--- config.mk ---
export PLATFORM = sky130hd
export DESIGN_NAME = jtag_tunnel_host
export DESIGN_NICKNAME = d
export VERILOG_FILES = /design/src/rtl/jtag_tunnel_host.sv
export SDC_FILE = /design/constraint.sdc
export NUM_CORES = 1
export LEC_CHECK = 0
export ABC_AREA = 1
export BUFFER_PORTS_ARGS = -buffer_cell sky130_fd_sc_hd__buf_4
export CORE_ASPECT_RATIO = 1.1
export CORE_UTILIZATION = 61
export CTS_CLUSTER_SIZE = 14
export DETAILED_ROUTE_END_ITERATION = 8
export GPL_TIMING_DRIVEN = 0
export PLACE_DENSITY = 0.89
export SLEW_MARGIN = 5
export SYNTH_ARGS = -nofsm -noshare
export SYNTH_HDL_FRONTEND = slang
export SYNTH_SLANG_ARGS = --single-unit
export TNS_END_PERCENT = 30
--- constraint.sdc ---
create_clock -name i_clk -period 6.99 [get_ports i_clk]
set_input_delay 0.699 -clock i_clk [delete_from_list [all_inputs] [get_ports i_clk]]
set_output_delay 0.699 -clock i_clk [all_outputs]
set_load 0.1 [all_outputs]
--- src/rtl/jtag_tunnel_host.sv ---
// JTAG tunnel host: one request becomes one outer DR scan of 15+len tck cycles; rsp pulses one clk after the final tck fall.
// Single request in flight; req_ready is high only in IDLE, and req_valid is ignored while a scan runs.
module jtag_tunnel_host #(
  parameter int DATA_W  = 64,
  parameter int CLK_DIV = 4
) (
  input  logic              i_clk,
  input  logic              i_rst_n,
  input  logic              i_req_valid,
  output logic              o_req_ready,
  input  logic              i_req_is_dr,
  input  logic [6:0]        i_req_len,
  input  logic [DATA_W-1:0] i_req_data,
  output logic              o_rsp_valid,
  output logic              o_rsp_err,
  output logic [DATA_W-1:0] o_rsp_data,
  output logic              o_tck,
  output logic              o_tms,
  output logic              o_tdi,
  input  logic              i_tdo
);

  localparam int              FW      = DATA_W + 10;
  localparam int              LMAX_I  = (DATA_W > 127) ? 127 : DATA_W;
  localparam logic [7:0]      LMAX    = 8'(LMAX_I);
  localparam int              DW      = (CLK_DIV > 1) ? $clog2(CLK_DIV) : 1;
  localparam logic [DW-1:0]   DIV_END = DW'(CLK_DIV - 1);

  typedef enum logic [2:0] {
    S_IDLE,
    S_REJ,
    S_PRE,
    S_SHIFT,
    S_POST,
    S_DONE
  } state_t;

  state_t            r_state;
  state_t            w_state_nxt;
  logic [7:0]        r_cnt;
  logic [7:0]        w_cnt_nxt;
  logic [DW-1:0]     r_div;
  logic              r_tck;
  logic              r_tms;
  logic              r_tdi;
  logic [6:0]        r_len;
  logic [FW-1:0]     r_frame;
  logic [DATA_W-1:0] r_rsp_data;

  logic              w_active;
  logic              w_div_end;
  logic              w_rise;
  logic              w_fall;
  logic              w_accept;
  logic              w_bad;
  logic              w_last;
  logic              w_cap;
  logic              w_tms_nxt;
  logic              w_tdi_nxt;
  logic [7:0]        w_flast;
  logic [7:0]        w_bidx;
  logic [DATA_W-1:0] w_mask;
  logic [FW-1:0]     w_bitsel;

  assign w_active  = (r_state == S_PRE) || (r_state == S_SHIFT) || (r_state == S_POST);
  assign w_div_end = (r_div == DIV_END);
  assign w_rise    = w_active && w_div_end && !r_tck;
  assign w_fall    = w_active && w_div_end && r_tck;
  assign w_accept  = i_req_valid && (r_state == S_IDLE);
  assign w_bad     = (i_req_len == 7'd0) || ({1'b0, i_req_len} > LMAX);
  assign w_flast   = {1'b0, r_len} + 8'd9;
  assign w_bidx    = r_cnt - 8'd8;
  // Payload bits above len are zeroed so the two pad bits fall out of the frame vector for free.
  assign w_mask    = ~({DATA_W{1'b1}} << i_req_len);
  assign w_last    = ((r_state == S_PRE)   && (r_cnt == 8'd2))    ||
                     ((r_state == S_SHIFT) && (r_cnt == w_flast)) ||
                     ((r_state == S_POST)  && (r_cnt == 8'd1));
  assign w_cap     = w_rise && (r_state == S_SHIFT) && (r_cnt >= 8'd8) &&
                     (r_cnt < (8'd8 + {1'b0, r_len}));
  assign w_bitsel  = {{(FW-1){1'b0}}, 1'b1} << w_cnt_nxt;

  // State and in-state tck count advance on tck falls, so rising edges see a stable step.
  always_comb begin
    w_state_nxt = r_state;
    w_cnt_nxt   = r_cnt;
    case (r_state)
      S_IDLE: begin
        if (w_accept) begin
          w_cnt_nxt   = 8'd0;
          w_state_nxt = w_bad ? S_REJ : S_PRE;
        end
      end
      S_REJ, S_DONE: begin
        w_state_nxt = S_IDLE;
      end
      S_PRE, S_SHIFT, S_POST: begin
        if (w_fall) begin
          if (w_last) begin
            w_cnt_nxt = 8'd0;
            case (r_state)
              S_PRE:   w_state_nxt = S_SHIFT;
              S_SHIFT: w_state_nxt = S_POST;
              default: w_state_nxt = S_DONE;
            endcase
          end else begin
            w_cnt_nxt = r_cnt + 8'd1;
          end
        end
      end
      default: begin
        w_state_nxt = S_IDLE;
      end
    endcase
  end

  always_comb begin
    w_tms_nxt = 1'b0;
    w_tdi_nxt = 1'b0;
    case (w_state_nxt)
      S_PRE:   w_tms_nxt = (w_cnt_nxt == 8'd0);
      S_SHIFT: begin
        w_tms_nxt = (w_cnt_nxt == w_flast);
        w_tdi_nxt = |(r_frame & w_bitsel);
      end
      S_POST:  w_tms_nxt = (w_cnt_nxt == 8'd0);
      default: begin
        w_tms_nxt = 1'b0;
        w_tdi_nxt = 1'b0;
      end
    endcase
  end

  always_ff @(posedge i_clk or negedge i_rst_n) begin
    if (!i_rst_n) begin
      r_state <= S_IDLE;
      r_cnt   <= 8'd0;
    end else begin
      r_state <= w_state_nxt;
      r_cnt   <= w_cnt_nxt;
    end
  end

  always_ff @(posedge i_clk or negedge i_rst_n) begin
    if (!i_rst_n) begin
      r_div      <= '0;
      r_tck      <= 1'b0;
      r_tms      <= 1'b0;
      r_tdi      <= 1'b0;
      r_len      <= 7'd0;
      r_frame    <= '0;
      r_rsp_data <= '0;
    end else begin
      r_tms <= w_tms_nxt;
      r_tdi <= w_tdi_nxt;
      if (w_active) begin
        if (w_div_end) begin
          r_div <= '0;
          r_tck <= !r_tck;
        end else begin
          r_div <= r_div + 1'b1;
        end
      end else begin
        r_div <= '0;
        r_tck <= 1'b0;
      end
      if (w_accept) begin
        r_len      <= i_req_len;
        r_frame    <= {2'b00, i_req_data & w_mask, i_req_len, i_req_is_dr};
        r_rsp_data <= '0;
      end else if (w_cap) begin
        r_rsp_data <= r_rsp_data | ({{(DATA_W-1){1'b0}}, i_tdo} << w_bidx);
      end
    end
  end

  assign o_req_ready = (r_state == S_IDLE);
  assign o_rsp_valid = (r_state == S_DONE) || (r_state == S_REJ);
  assign o_rsp_err   = (r_state == S_REJ);
  assign o_rsp_data  = r_rsp_data;
  assign o_tck       = r_tck;
  assign o_tms       = r_tms;
  assign o_tdi       = r_tdi;

endmodule
==> flow_metrics.env <==
export IMPL_outcome="complete, no violations"
export IMPL_coreArea_sq_um=13300
export IMPL_reg2reg_depth=10
export IMPL_clkTransAtPathRegs_ns=0.06
export IMPL_hold_viol=0
export IMPL_slew_headroom_pct=47.6
export IMPL_drv_cap=0
export IMPL_start_kind="register"
export IMPL_die_x_microns=114
export IMPL_startpoint="r_len[4]"
export IMPL_synth_top_cell_area_share_pct=45.1
export IMPL_vias=9042
export IMPL_dr_pass1_iters=9
export IMPL_io_pins=146
export IMPL_grt_overflow=0
export IMPL_static_leakage_power_nw=5.30
export IMPL_viasPerCell=6.22
export IMPL_cts_buffers=17
export IMPL_peakVddDrop_mv=0.150
export IMPL_period_share_pct=50.7
export IMPL_r2r_end="o_rsp_data[23]"
export IMPL_yosysUniqueCellTypes=51
export IMPL_cts_hold_buffers=0
export IMPL_n_fill_cell=977
export IMPL_syn_inst=1097
export IMPL_path_cells="ha_1, nand3_1, ha_1, a2111oi_0, nor3b_1, nand3_1, nor2_1, clkbuf_1, nand2_1, a21oi_1"
export IMPL_combPwrFrac_pct=5.0
export IMPL_yosys_area_top_type="dfrtp_1"
export IMPL_drc=0
export IMPL_yosysMostFrequentCell="nand2_1"
export IMPL_synth_edff_count=0
export IMPL_routedWlPerCell_microns=21.1
export IMPL_fin_skew_ns=0.00774
export IMPL_htreeDepth=4
export IMPL_clk_latency_ns=0.44
export IMPL_start_util_pct=63.3
export IMPL_row_count=44
export IMPL_grt_pass1_vias=8773
export IMPL_criticalPathCategory="reg -> reg"
export IMPL_cts_num_sinks=152
export IMPL_final_nets=1353
export IMPL_ant_nets=0
export IMPL_cts_resized=0
export IMPL_drive_gt1_share_pct=18.5
export IMPL_reg2reg_from="r_len[4]"
export IMPL_numPortBuffers=142
export IMPL_cp_required_ns=7.34
export IMPL_drt_total_wl_microns=30700
export IMPL_dpl_hpwl_microns=22400
export IMPL_final_setup_viol_count=0
export IMPL_synthTopCellsByCount="nand2_1, nor2_1, dfrtp_1, o21ai_0, a21oi_1"
export IMPL_drv_slew=0
export IMPL_holdWs_ns=0.261
export IMPL_root_buffer="clkbuf_16"
export IMPL_r2r_slack_ns=3.44
export IMPL_grt_pass1_wl_microns=47200
export IMPL_gp_congestion=0.984
export IMPL_cts_tree="built"
export IMPL_setup_ws_ns=3.44
export IMPL_synthFlopType="dfrtp_1"
export IMPL_drt_initial_drc_count=1132
export IMPL_cp_data_arrival_time_ns=3.89
export IMPL_total_power_mw=1.87
export IMPL_grt_usage_pct=44.6
export IMPL_endpoint_kind="register"
export IMPL_synth_async_reset_ratio_pct=100
export IMPL_num_antenna_cells=0
export IMPL_cts_buffer_depth=2
export IMPL_ys_warn_count=0
export IMPL_cpPeakStageDelay_ns=0.56
export IMPL_postCtsSetupRepairBufs=0
export IMPL_crit_path_end="o_rsp_data[23]"
export IMPL_ys_ff_latch=152
export IMPL_grt_max_degree=92
export IMPL_ys_seq_area_share_pct=45.1
export IMPL_pre_cts_slack_ns=3.66
export IMPL_crit_fanout=10
export IMPL_rsz0062_at_grt="false"
export IMPL_switching_share_pct=23.9
export IMPL_syn_area_per_cell_sq_um=7.69
export IMPL_p_per_area_nw_per_um2=181
export IMPL_synth_fp_nets=1191
export IMPL_seq_power_share_pct=47.0
export IMPL_min_path_type="in -> async"
export IMPL_antenna_found_initial=0
export IMPL_dieArea_sq_um=14300
export IMPL_slowest_stage="a2111oi_0"
export IMPL_placed_cells=1424
export IMPL_fmax_mhz=282
export IMPL_period_needed_ns=3.55
export IMPL_power_switching_uw=447
export IMPL_ys_top_cells_by_area="dfrtp_1, nand2_1, nor2_1"
export IMPL_stdcell_count=1454
export IMPL_tightest_slew_ns=0.787
export IMPL_areaGrowthSynthToFinish_pct=22.5
export IMPL_chipHeight_microns=125
export IMPL_synth_area_sq_um=8430
export IMPL_clkPwrFrac_pct=48.1
export IMPL_fin_setup_tns_ns=0
export IMPL_p_int_mw=1.43
-- placed cells by master, fill, tap and decap left out, types with 7 or more instances in the layout --
cell,instances
nor2_4,7
buf_4,147
clkbuf_16,17
o211ai_1,8
xor2_1,10
clkbuf_1,37
nand3_1,73
o21ai_0,86
nand2_2,10
a21oi_1,84
o21ai_1,9
ha_1,18
inv_1,75
nor2_1,179
nand2_1,226
nor3_1,9
nand4_1,42
dfrtp_1,152
-- critical path, delay by kind of cell (launching register included) --
family | cells | cell delay, ns
and+or+nand+nor | 5 | 1.16
AOI/OAI and AO/OA | 2 | 0.73
adders and majority gates | 2 | 0.60
DFF | 1 | 0.49
buffers and inverters | 1 | 0.47
-- worst min path at each step --
stage	slack (ns)	to	cells past startpoint	from
floorplan	0.40	o_rsp_data[0]	0	i_rst_n
global placement	0.42	r_div[0]	1	r_div[0]
detailed placement	0.44	r_div[0]	1	r_div[0]
CTS	0.28	r_cnt[5]	1	i_rst_n
global route	0.30	r_len[0]	1	i_rst_n
finish	0.26	r_len[0]	1	i_rst_n
-- power groups by stage --
| stage | sequential (mW) | clock [mW] | combinational (mW) |
|---|---|---|---|
| 6_report | 0.880 | 0.900 | 0.0930 |
| 4_1_cts | 0.880 | 0.894 | 0.0907 |
| 3_5_place_dp | 0.896 | 0 | 0.0902 |
| 3_3_place_gp | 0.896 | 0 | 0.0876 |
| 5_1_grt | 0.879 | 0.934 | 0.0998 |
| 2_1_floorplan | 0.896 | 0 | 0.0236 |
-- area by class of cell --
class | count | area [sq um] | share of cell area [%]
Buffer | 52 | 240 | 2.33
Clock buffer | 19 | 453 | 4.39
Clock inverter | 11 | 115 | 1.11
Inverter | 81 | 307 | 2.97
Multi-Input combinational cell | 812 | 4080 | 39.5
Sequential cell | 152 | 3800 | 36.8
Tap cell | 184 | 230 | 2.23
Timing Repair Buffer | 143 | 1100 | 10.6
-- registers in the layout (all words and copies together) (netlist names) --
register / count
r_len: 6
r_cnt: 8
o_rsp_data: 64
o_tms: 1
o_tdi: 1
r_frame: 66
r_div: 2
r_state: 3
o_tck: 1
-- kinds of logic (layout without fill, tap and decap cells) --
kind of cell,count (synthesis),count (layout),synth area share (%)
buffers and inverters,133,306,6.48
adder cells (fa/ha/maj),18,18,2.67
AO/OA/AOI/OAI,213,213,14.2
XOR/XNOR,13,13,1.35
AND/OR/NAND/NOR,568,568,30.2
flip-flops,152,152,45.1
-- metal layers --
layer  part of all wire (%)  track usage [%]  vias to the layer above
met4                    6.2             24.7                        0
met2                     47             70.6                      654
li1                       -                -                     3969
met1                     37             55.2                     4255
met5                      0                0                        -
met3                     10             12.1                      164
-- through the flow --
step | utilization (%) | area [sq um]
final | 77.5 | 10300
after global routing | 77.5 | 10300
after floorplan | - | 8430
after detailed placement | 73.3 | 9760
after CTS | 77.5 | 10300
after global placement | 73.0 | 9730
(Power assumes the default switching activity.)
